$ cat config.mk
export PLATFORM = sky130hd
export DESIGN_NAME = gun_mag_flat
export DESIGN_NICKNAME = d
export VERILOG_FILES = /design/src/rtl/gun_mag_if.sv /design/src/rtl/gun_mag.sv /design/src/flat_wrapper.sv
export SDC_FILE = /design/constraint.sdc
export NUM_CORES = 1
export LEC_CHECK = 0
export BUFFER_PORTS_ARGS = -buffer_cell sky130_fd_sc_hd__buf_2
export CAP_MARGIN = 20
export CELL_PAD_IN_SITES_DETAIL_PLACEMENT = 0
export CELL_PAD_IN_SITES_GLOBAL_PLACEMENT = 1
export CORE_UTILIZATION = 35
export DETAILED_ROUTE_END_ITERATION = 6
export HOLD_SLACK_MARGIN = 0.05
export PLACE_DENSITY = 0.68
export REMOVE_ABC_BUFFERS = 1
export SYNTH_ARGS = -nofsm -noshare
export SYNTH_HDL_FRONTEND = slang
export SYNTH_SLANG_ARGS = --single-unit
$ cat constraint.sdc
create_clock -name clk -period 2.8 [get_ports clk]
set_input_delay 0.56 -clock clk [delete_from_list [all_inputs] [get_ports clk]]
set_output_delay 0.56 -clock clk [all_outputs]
set_load 0.03 [all_outputs]
$ cat src/rtl/gun_mag_if.sv
// Mouse-side inputs and shot/HUD outputs of the gun_mag controller.
// master drives the mouse inputs; slave is the gun_mag controller.
interface gun_mag_if #(
    parameter int BIN_W    = 6,
    parameter int MAG_SIZE = 8
);
    localparam int AMMO_W = $clog2(MAG_SIZE + 1);

    logic [BIN_W-1:0]  bin_x;
    logic [BIN_W-1:0]  bin_y;
    logic              button_left;
    logic              button_right;
    logic              fire_mode;
    logic [9:0]        shoot_x;
    logic [8:0]        shoot_y;
    logic              shot;
    logic [AMMO_W-1:0] ammo;
    logic              cd;
    logic              reloading;

    modport master (
        output bin_x, bin_y, button_left, button_right, fire_mode,
        input  shoot_x, shoot_y, shot, ammo, cd, reloading
    );

    modport slave (
        input  bin_x, bin_y, button_left, button_right, fire_mode,
        output shoot_x, shoot_y, shot, ammo, cd, reloading
    );
endinterface

$ cat src/rtl/gun_mag.sv
// Gun controller with finite magazine, cooldown and timed reload.
// Define GUN_MAG_AUTO_FIRE_EN to let fire_mode select full-auto on a held trigger.
module gun_mag #(
    parameter int BIN_W            = 6,
    parameter int BIN_SIZE         = 10,
    parameter int CROSSHAIR_RADIUS = 32,
    parameter int MAX_H            = 480,
    parameter int CD_TICKS         = 10_000_000,
    parameter int RELOAD_TICKS     = 50_000_000,
    parameter int MAG_SIZE         = 8
) (
    input  logic      clk,
    input  logic      reset,
    gun_mag_if.slave  bus
);
    localparam int AMMO_W  = $clog2(MAG_SIZE + 1);
    localparam int MAX_T   = (CD_TICKS > RELOAD_TICKS) ? CD_TICKS : RELOAD_TICKS;
    localparam int CNT_W   = $clog2(MAX_T) + 1;

    typedef enum logic [1:0] {
        S_IDLE,
        S_CD,
        S_RELOAD
    } state_t;

    state_t            r_ps;
    state_t            w_ns;
    logic [CNT_W-1:0]  r_cnt;
    logic              r_btn_q;
    logic [AMMO_W-1:0] r_ammo;
    logic              r_shot;
    logic [9:0]        r_shoot_x;
    logic [8:0]        r_shoot_y;

    logic [9:0]        w_aim_x;
    logic [8:0]        w_aim_y;
    logic              w_trig_edge;
    logic              w_trig;
    logic              w_fire;
    logic              w_cd_done;
    logic              w_rl_done;

    // Screen y grows downwards while mouse bins grow upwards; everything wraps.
    assign w_aim_x = 10'(10'(bus.bin_x * BIN_SIZE) + 10'(CROSSHAIR_RADIUS));
    assign w_aim_y = 9'(9'(MAX_H) - 9'(bus.bin_y * BIN_SIZE) + 9'(CROSSHAIR_RADIUS));

    assign w_trig_edge = bus.button_left & ~r_btn_q;

`ifdef GUN_MAG_AUTO_FIRE_EN
    assign w_trig = bus.fire_mode ? bus.button_left : w_trig_edge;
`else
    logic w_unused_fire_mode;
    assign w_unused_fire_mode = bus.fire_mode;
    assign w_trig = w_trig_edge;
`endif

    assign w_cd_done = (r_cnt == CNT_W'(CD_TICKS - 1));
    assign w_rl_done = (r_cnt == CNT_W'(RELOAD_TICKS - 1));

    always_ff @(posedge clk) begin
        if (reset) begin
            r_ps <= S_IDLE;
        end else begin
            r_ps <= w_ns;
        end
    end

    always_comb begin
        w_ns   = r_ps;
        w_fire = 1'b0;
        case (r_ps)
            S_IDLE: begin
                if (w_trig && (r_ammo != '0)) begin
                    w_fire = 1'b1;
                    w_ns   = S_CD;
                end else if (bus.button_right && (r_ammo < AMMO_W'(MAG_SIZE))) begin
                    w_ns = S_RELOAD;
                end
            end
            S_CD: begin
                if (w_cd_done) begin
                    w_ns = (r_ammo == '0) ? S_RELOAD : S_IDLE;
                end
            end
            S_RELOAD: begin
                if (w_rl_done) begin
                    w_ns = S_IDLE;
                end
            end
            default: w_ns = S_IDLE;
        endcase
    end

    always_ff @(posedge clk) begin
        if (reset) begin
            r_cnt     <= '0;
            r_btn_q   <= 1'b0;
            r_ammo    <= AMMO_W'(MAG_SIZE);
            r_shot    <= 1'b0;
            r_shoot_x <= '0;
            r_shoot_y <= '0;
        end else begin
            r_btn_q <= bus.button_left;
            r_shot  <= w_fire;

            // Counter restarts on each state entry and idles at zero.
            if ((w_ns != r_ps) || (r_ps == S_IDLE)) begin
                r_cnt <= '0;
            end else begin
                r_cnt <= r_cnt + CNT_W'(1);
            end

            if (w_fire) begin
                r_shoot_x <= w_aim_x;
                r_shoot_y <= w_aim_y;
                r_ammo    <= r_ammo - AMMO_W'(1);
            end else if ((r_ps == S_RELOAD) && w_rl_done) begin
                r_ammo <= AMMO_W'(MAG_SIZE);
            end
        end
    end

    assign bus.shoot_x   = r_shoot_x;
    assign bus.shoot_y   = r_shoot_y;
    assign bus.shot      = r_shot;
    assign bus.ammo      = r_ammo;
    assign bus.cd        = (r_ps == S_CD);
    assign bus.reloading = (r_ps == S_RELOAD);
endmodule

$ cat src/flat_wrapper.sv
// flat-port wrapper written by rule: the top's interface ports become plain ports
module gun_mag_flat 
#(
    parameter int BIN_W            = 6,
    parameter int BIN_SIZE         = 10,
    parameter int CROSSHAIR_RADIUS = 32,
    parameter int MAX_H            = 480,
    parameter int CD_TICKS         = 10_000_000,
    parameter int RELOAD_TICKS     = 50_000_000,
    parameter int MAG_SIZE         = 8
)
  (clk, reset, bus_bin_x, bus_bin_y, bus_button_left, bus_button_right, bus_fire_mode, bus_shoot_x, bus_shoot_y, bus_shot, bus_ammo, bus_cd, bus_reloading);
  gun_mag_if #(.BIN_W(BIN_W), .MAG_SIZE(MAG_SIZE)) bus_i ();
  input  logic clk;
  input  logic reset;
  input wire logic [$bits(bus_i.bin_x)-1:0] bus_bin_x;
  input wire logic [$bits(bus_i.bin_y)-1:0] bus_bin_y;
  input wire logic [$bits(bus_i.button_left)-1:0] bus_button_left;
  input wire logic [$bits(bus_i.button_right)-1:0] bus_button_right;
  input wire logic [$bits(bus_i.fire_mode)-1:0] bus_fire_mode;
  output wire logic [$bits(bus_i.shoot_x)-1:0] bus_shoot_x;
  output wire logic [$bits(bus_i.shoot_y)-1:0] bus_shoot_y;
  output wire logic [$bits(bus_i.shot)-1:0] bus_shot;
  output wire logic [$bits(bus_i.ammo)-1:0] bus_ammo;
  output wire logic [$bits(bus_i.cd)-1:0] bus_cd;
  output wire logic [$bits(bus_i.reloading)-1:0] bus_reloading;
  assign bus_i.bin_x = bus_bin_x;
  assign bus_i.bin_y = bus_bin_y;
  assign bus_i.button_left = bus_button_left;
  assign bus_i.button_right = bus_button_right;
  assign bus_i.fire_mode = bus_fire_mode;
  assign bus_shoot_x = bus_i.shoot_x;
  assign bus_shoot_y = bus_i.shoot_y;
  assign bus_shot = bus_i.shot;
  assign bus_ammo = bus_i.ammo;
  assign bus_cd = bus_i.cd;
  assign bus_reloading = bus_i.reloading;
  gun_mag #(.BIN_W(BIN_W), .BIN_SIZE(BIN_SIZE), .CROSSHAIR_RADIUS(CROSSHAIR_RADIUS), .MAX_H(MAX_H), .CD_TICKS(CD_TICKS), .RELOAD_TICKS(RELOAD_TICKS), .MAG_SIZE(MAG_SIZE)) u_core (.clk(clk), .reset(reset), .bus(bus_i));
endmodule
==> results of run 1 <==
==> Yosys cell counts, types with 2 or more instances <==
| cell type | n | area [um^2] |
|---|---|---|
| sky130_fd_sc_hd__dfxtp_1 | 52 | 1040 |
| sky130_fd_sc_hd__and3_1 | 7 | 43.8 |
| sky130_fd_sc_hd__fa_1 | 2 | 40.0 |
| sky130_fd_sc_hd__o21ai_1 | 3 | 15.0 |
| sky130_fd_sc_hd__buf_2 | 3 | 15.0 |
| sky130_fd_sc_hd__nor2_1 | 42 | 158 |
| sky130_fd_sc_hd__nand2b_1 | 3 | 18.8 |
| sky130_fd_sc_hd__clkbuf_1 | 7 | 26.3 |
| sky130_fd_sc_hd__xnor2_1 | 21 | 184 |
| sky130_fd_sc_hd__o21ai_0 | 2 | 10.0 |
| sky130_fd_sc_hd__nand4_1 | 10 | 62.6 |
| sky130_fd_sc_hd__o211ai_1 | 2 | 15.0 |
| sky130_fd_sc_hd__nor3_1 | 11 | 55.1 |
| sky130_fd_sc_hd__or4_1 | 4 | 30.0 |
| sky130_fd_sc_hd__nand3_1 | 18 | 90.1 |
| sky130_fd_sc_hd__a211oi_1 | 3 | 22.5 |
| sky130_fd_sc_hd__nand2_1 | 32 | 120 |
| sky130_fd_sc_hd__nor4_1 | 5 | 31.3 |
| sky130_fd_sc_hd__a21oi_1 | 17 | 85.1 |
| sky130_fd_sc_hd__nor3b_1 | 2 | 15.0 |
| sky130_fd_sc_hd__nor2b_1 | 3 | 18.8 |
| sky130_fd_sc_hd__nand3b_1 | 2 | 15.0 |
| sky130_fd_sc_hd__a21o_1 | 5 | 37.5 |
| sky130_fd_sc_hd__xor2_1 | 16 | 140 |
| sky130_fd_sc_hd__ha_1 | 21 | 263 |
| sky130_fd_sc_hd__buf_4 | 2 | 15.0 |
| sky130_fd_sc_hd__inv_1 | 15 | 56.3 |
==> critical path, stage by stage (launching register included) <==
cell and delay, ns:
sky130_fd_sc_hd__dfxtp_1 0.38, sky130_fd_sc_hd__or4_1 0.52, sky130_fd_sc_hd__or4_1 0.53, sky130_fd_sc_hd__or4_1 0.51, sky130_fd_sc_hd__a21o_1 0.18, sky130_fd_sc_hd__a21oi_2 0.11
==> cells by family (layout without fill, tap and decap cells) <==
family                     Yosys count  in the layout
other                                1              2
buffers and inverters               28             66
DFF                                 52             52
AOI/OAI and AO/OA                   39             39
xor gates and xnor gates            37             37
adders and majority gates           23             23
and+or+nand+nor                    149            149
==> cell type report <==
type / instances / area, um^2
Fill cell: 800 / 4530
Multi-Input combinational cell: 250 / 1620
Sequential cell: 52 / 1040
Timing Repair Buffer: 43 / 225
Tap cell: 102 / 128
Clock buffer: 7 / 96.3
Inverter: 15 / 56.3
Clock inverter: 1 / 30.0
==> registers in the layout, summed over array words and instances, names as in the netlist <==
| name | count |
|---|---|
| u_core.bus.ammo | 4 |
| u_core.bus.shoot_x | 9 |
| u_core.bus.shoot_y | 8 |
| u_core.bus.shot | 1 |
| u_core.r_btn_q | 1 |
| u_core.r_cnt | 27 |
| u_core.r_ps | 2 |
==> layer usage <==
metal / global-route usage (%) / part of all wire, % / vias up
met2: 23.1 / 42 / 38
li1: - / - / 1210
met1: 21.5 / 53 / 1034
met3: 2.51 / 3.2 / 6
met4: 4.37 / 1.2 / 0
met5: 0 / 0 / -
==> report_power, final <==
group / switching [mW] / total (mW) / internal (mW)
combinational: 0.292 / 0.454 / 0.163
clock: 0.255 / 0.571 / 0.316
sequential: 0.0332 / 0.822 / 0.789
total: 0.580 / 1.85 / 1.27
==> layout by cell type, fill, tap and decap left out, drive strengths merged, types with 3 or more instances in the layout <==
cell type	synthesis	routed
nor3	11	11
buf	5	43
o21ai	5	5
a21o	5	5
nor2	43	43
nand3	18	18
xnor2	21	21
and3	8	8
nand2	32	32
nand4	10	10
clkbuf	8	7
or4	4	4
a211oi	3	3
ha	21	21
nor2b	3	3
nand2b	4	4
xor2	16	16
inv	15	15
a21oi	18	18
nor4	5	5
dfxtp	52	52
==> worst max path at each step <==
stage,slack (ns),startpoint,to
2_1_floorplan,0.46,bus_bin_y[1],u_core.bus.shoot_y[8]
3_3_place_gp,0.24,bus_bin_y[1],u_core.bus.shoot_y[8]
3_5_place_dp,0.22,bus_bin_y[1],u_core.bus.shoot_y[8]
4_1_cts,0.51,u_core.r_cnt[21],u_core.r_ps[1]
5_1_grt,0.36,u_core.r_cnt[21],u_core.r_cnt[3]
6_report,0.51,u_core.r_cnt[21],u_core.r_ps[1]
==> run_results.csv, run 1 <==
group,metric,value,unit
synthesis,synth-async-reset-ratio,0,%
floorplan,ios,43,
synthesis,avgSynthCellArea,8.46,um^2
synthesis,synth_enable_flop_cells,0,
critical_path,worst_setup_path_start_kind,"register",
critical_path,timing.reg2reg.setup_slack,0.51,ns
cts,post_cts.resized_instances,0,
floorplan,core_region_area,0.00773,mm^2
sta,post_route_clock_period_utilization,81.8,%
placement,placed_area,0.00307,mm^2
drt,detailedRoute.firstIterationViolations,116,
power,post-layout-total-power,1.85,mW
hold_path,min-delay-start,"u_core.bus.shoot_x[1]",
placement,detailedPlace.worstSlack,0.216,ns
finish,final-instance-count-excl-fill,470,
cts,cts_root_buffer,"sky130_fd_sc_hd__clkbuf_8",
synthesis,complex_gate_fraction_of_the_synthesized_area,8.86,%
cts,cts_inserted_buffers,5,
synthesis,ys_ff_latch,52,
synthesis,synth_seq_area_share,37.4,%
drt,detail_route.drc_violations,0,
critical_path,worst_r2r_path_depth,5,
finish,drive_above_1_share,15.2,%
synthesis,syn-cell-area,0.00278,mm^2
sta,setup_tns,0,ns
floorplan,die_height,91.2,um
drt,antenna_left,0,
sta,rsz_0062_raised_after_global_routing,"no",
power,power.static_leakage,1.27,nW
global_routing,first_global_vias,2133,
finish,areaGrowthSynthToFinish,14.8,%
power,worst_ir_drop_vdd,0.240,mV
finish,antenna-diode-count,0,
cts,tritoncts_num_sinks,52,
sta,report.final.hold_viol_count,0,
critical_path,worstPathRequired,3.04,ns
floorplan,die_width,91.2,um
floorplan,initial_core_util,36.0,%
drt,via_count,2288,
sta,finalCriticalPeriod,2.29,ns
synthesis,synth.mux.area_fraction,0,%
synthesis,main_combinational_cell_family_by_area_after_synthesis,"simple AND/OR/NAND/NOR gates",
synthesis,synth.yosys.warnings,0,
flow_run,max_cap_viol_count,0,
sta,max_slew.worst_pin.slew,0.705,ns
drt,wire_per_inst,12.4,um
critical_path,crit_path_max_fanout,5,
drt,vias_per_cell,4.87,
cts,hold_fix_buffers_at_cts,0,
cts,cts-root-to-sink-buffers,2,
floorplan,floorplan.die_area,0.00831,mm^2
drt,drt_first_pass_iters,4,
critical_path,cp_capture_type,"register",
synthesis,synthDistinctLibCells,46,
synthesis,synthAdderAreaFrac,10.9,%
critical_path,r2r-start,"u_core.r_cnt[21]",
critical_path,timing.setup.critical_path_class,"reg2reg",
placement,dp_hpwl,4280,um
cts,clock_tree_from_tritoncts,"done",
drt,wl_final,5840,um
cts,post-cts-setup-buffer-count,0,
finish,post_layout_utilization_of_the_core,41.4,%
global_routing,grt_usage,15.1,%
cts,h-tree-depth,2,
sta,setup-violations-final,0,
sta,final-max-slew-violation-count,0,
synthesis,yosys.area_share.xor_xnor,11.6,%
finish,stdcell_area,0.00320,mm^2
hold_path,worst_hold_path_type,"reg2reg",
placement,io_buffer_count,39,
global_routing,overflow,0,
power,power-per-cell-area,578,mW/mm^2
sta,relSlewSlack,52.8,%
global_routing,grt_start_max_net_pins,28,
placement,place_inst,462,
critical_path,worst_ep_arrival_time,2.53,ns
finish,final_nets,407,
sta,clock.fmax,437,MHz
cts,worst_skew_pair.late_latency,0.30,ns
critical_path,endpoint_of_the_most_critical_register_to_register_path,"u_core.r_ps[1]",
cts,clkSlewWorstSetupHoldPaths,0.09,ns
sta,post-route-worst-setup-slack,0.509,ns
sta,hold_slack,0.456,ns
synthesis,netlist_instances,329,
hold_path,holdPathStages,2,
synthesis,post_synth_and_or_nand_nor_area_fraction,26.5,%
hold_path,timing.hold.worst_endpoint,"u_core.bus.shoot_x[1]",
synthesis,postSynth.topFlopCell,"sky130_fd_sc_hd__dfxtp_1",
outcome,result_of_the_run,"finished, final reports clean",
global_routing,grt_antenna_before_repair,0,
sta,clock-skew-final,0.00477,ns
placement,gp_congestion,0.754,
global_routing,wire_length_of_the_first_global_routing_pass,10100,um
floorplan,num_rows,32,
Power figures use the tool's default switching activity.
==> run 2: changes to the inputs <==
--- a/config.mk
+++ b/config.mk
@@ -12,7 +12,7 @@
 export CORE_UTILIZATION = 35
 export DETAILED_ROUTE_END_ITERATION = 6
 export HOLD_SLACK_MARGIN = 0.05
-export PLACE_DENSITY = 0.68
+export PLACE_DENSITY = 0.7
 export REMOVE_ABC_BUFFERS = 1
 export SYNTH_ARGS = -nofsm -noshare
 export SYNTH_HDL_FRONTEND = slang
==> constraint.sdc (replaced) <==
create_clock -name clk -period 2 [get_ports clk]
set_input_delay 0.4 -clock clk [delete_from_list [all_inputs] [get_ports clk]]
set_output_delay 0.4 -clock clk [all_outputs]
set_load 0.03 [all_outputs]
==> run_results.csv, run 2 (same netlist as run 1, synthesis figures left out) <==
group,metric,value,unit
finish,stdcell_area,0.00362,mm^2
cts,worst_skew_pair.late_latency,0.31,ns
critical_path,critPathMostFrequentCell,"sky130_fd_sc_hd__or4_4",
sta,clock-skew-final,0.0112,ns
power,power.static_leakage,1.48,nW
floorplan,floorplan.die_area,0.00831,mm^2
floorplan,die_width,91.2,um
drt,vias_per_cell,4.82,
cts,cts_root_buffer,"sky130_fd_sc_hd__clkbuf_8",
hold_path,holdPathStages,2,
sta,hold_slack,0.313,ns
global_routing,grt_antenna_before_repair,0,
critical_path,slowest_delay,0.53,ns
critical_path,r2r-start,"u_core.r_cnt[21]",
critical_path,worst_ep_arrival_time,2.39,ns
flow_run,max_cap_viol_count,0,
floorplan,num_rows,32,
critical_path,crit_path_max_fanout,2,
hold_path,worst_hold_path_type,"in2reg",
critical_path,critical_path.n_buffers_inverters,0,
placement,io_buffer_count,39,
cts,clkSlewWorstSetupHoldPaths,0.09,ns
critical_path,slowest_stage,"sky130_fd_sc_hd__or4_4",
global_routing,grt_usage,15.2,%
finish,final_cell_mix,"sky130_fd_sc_hd__dfxtp_1 (51), sky130_fd_sc_hd__nor2_1 (42), sky130_fd_sc_hd__buf_4 (36)",
power,power.switching,850,uW
floorplan,initial_core_util,36.0,%
finish,final_nets,442,
hold_path,min-delay-start,"bus_button_left",
global_routing,grt_start_max_net_pins,28,
sta,report.final.hold_viol_count,0,
placement,placed_area,0.00331,mm^2
global_routing,overflow,0,
floorplan,ios,43,
global_routing,wire_length_of_the_first_global_routing_pass,10300,um
cts,cts-root-to-sink-buffers,2,
drt,wire_per_inst,12.3,um
sta,rsz_0062_raised_after_global_routing,"yes",
power,power-per-cell-area,700,mW/mm^2
floorplan,core_region_area,0.00773,mm^2
sta,finalCriticalPeriod,2.15,ns
finish,post_layout_utilization_of_the_core,46.8,%
hold_path,timing.hold.worst_endpoint,"u_core.r_btn_q",
drt,detail_route.drc_violations,0,
sta,setup-violations-final,28,
drt,detailedRoute.firstIterationViolations,74,
drt,wl_final,6190,um
power,combPwrFrac,30.5,%
placement,detailedPlace.worstSlack,-0.381,ns
critical_path,timing.setup.critical_path_class,"reg2reg",
critical_path,endpoint_of_the_most_critical_register_to_register_path,"u_core.r_ps[1]",
global_routing,first_global_vias,2256,
power,seq_power_share,45.5,%
critical_path,timing.reg2reg.setup_slack,-0.15,ns
finish,largest_register_ffs,27,
critical_path,worst_setup_path_start_kind,"register",
sta,setup_tns,-2.80,ns
sta,clock.fmax,466,MHz
outcome,result_of_the_run,"finished with violations",
placement,gp_congestion,0.749,
cts,tritoncts_num_sinks,52,
finish,areaGrowthSynthToFinish,30.0,%
sta,post_route_clock_period_utilization,107,%
floorplan,die_height,91.2,um
finish,drive_above_1_share,28.0,%
finish,layout_commonest_cell,"sky130_fd_sc_hd__dfxtp_1",
cts,cts_inserted_buffers,5,
finish,largest-register,"u_core.r_cnt",
power,clock_power_share,24.1,%
power,cell_internal_pwr,1.68,mW
drt,via_count,2434,
sta,final-max-slew-violation-count,0,
cts,h-tree-depth,2,
power,worst_ir_drop_vdd,0.324,mV
critical_path,timing.critical_path.max_delay_family,"simple AND/OR/NAND/NOR gates",
critical_path,cp_capture_type,"register",
outcome,failed_checks,"setup timing",
critical_path,critical_path.cell_chain,"or4_4 > or4_4 > or4_4 > a21o_1 > a21oi_2",
cts,clock_tree_from_tritoncts,"done",
finish,antenna-diode-count,0,
placement,dp_hpwl,4560,um
power,power_switching_share,33.5,%
drt,antenna_left,0,
critical_path,worstPathRequired,2.25,ns
sta,post-route-worst-setup-slack,-0.146,ns
drt,drt_first_pass_iters,4,
critical_path,worst_r2r_path_depth,5,
run 2: worst max path at each step:
stage / depth (start not counted) / start / to / slack [ns]
floorplan: 5 / u_core.r_cnt[17] / u_core.r_cnt[10] / -0.23
global placement: 10 / bus_bin_x[1] / u_core.bus.shoot_x[9] / -0.35
detailed placement: 10 / bus_bin_y[3] / u_core.bus.shoot_y[8] / -0.38
CTS: 5 / u_core.r_cnt[21] / u_core.r_ps[1] / -0.15
global route: 5 / u_core.r_cnt[21] / u_core.r_ps[1] / -0.21
finish: 5 / u_core.r_cnt[21] / u_core.r_ps[1] / -0.15
run 2: final cells by class:
type | count | area, um^2
clock inverter | 2 | 16.3
sequential | 52 | 1040
clock buffer | 6 | 72.6
timing repair buffer | 78 | 554
multi-input combinational | 250 | 1750
fill | 768 | 4110
inverter | 15 | 58.8
tap | 102 | 128
run 2: what timing repair did:
| item | in CTS | in global routing |
|---|---|---|
| hold endpoints to repair | 0 | 0 |
| setup endpoints to repair | 31 | 32 |
| pin swaps | 2 | 19 |
| resized for setup | 6 | 29 |
| setup buffers | 0 | 2 |
| hold buffers | 0 | 0 |
| cloned | 0 | 2 |
run 2: metal layers:
| layer | track usage, % | up-vias | wire length [um] |
|---|---|---|---|
| met5 | 0 | - | 0 |
| met4 | 4.76 | 0 | 76 |
| met3 | 2.60 | 6 | 126 |
| met2 | 24.6 | 26 | 2860 |
| met1 | 20.5 | 1127 | 3120 |
| li1 | - | 1275 | - |
run 2: per-stage QoR:
step	total power, mW	cells
3_5_place_dp	1.88	493
5_1_grt	2.69	505
4_1_cts	2.50	501
3_3_place_gp	1.87	493
6_report	2.53	505
2_1_floorplan	1.63	317
run 2: power groups by stage:
stage                     combinational (mW)  sequential (mW)  clock, mW
after floorplan                        0.337             1.29          0
after global placement                 0.693             1.17          0
after detailed placement               0.701             1.18          0
after CTS                              0.709             1.15      0.638
after global routing                   0.854             1.16      0.677
final                                  0.772             1.15      0.610
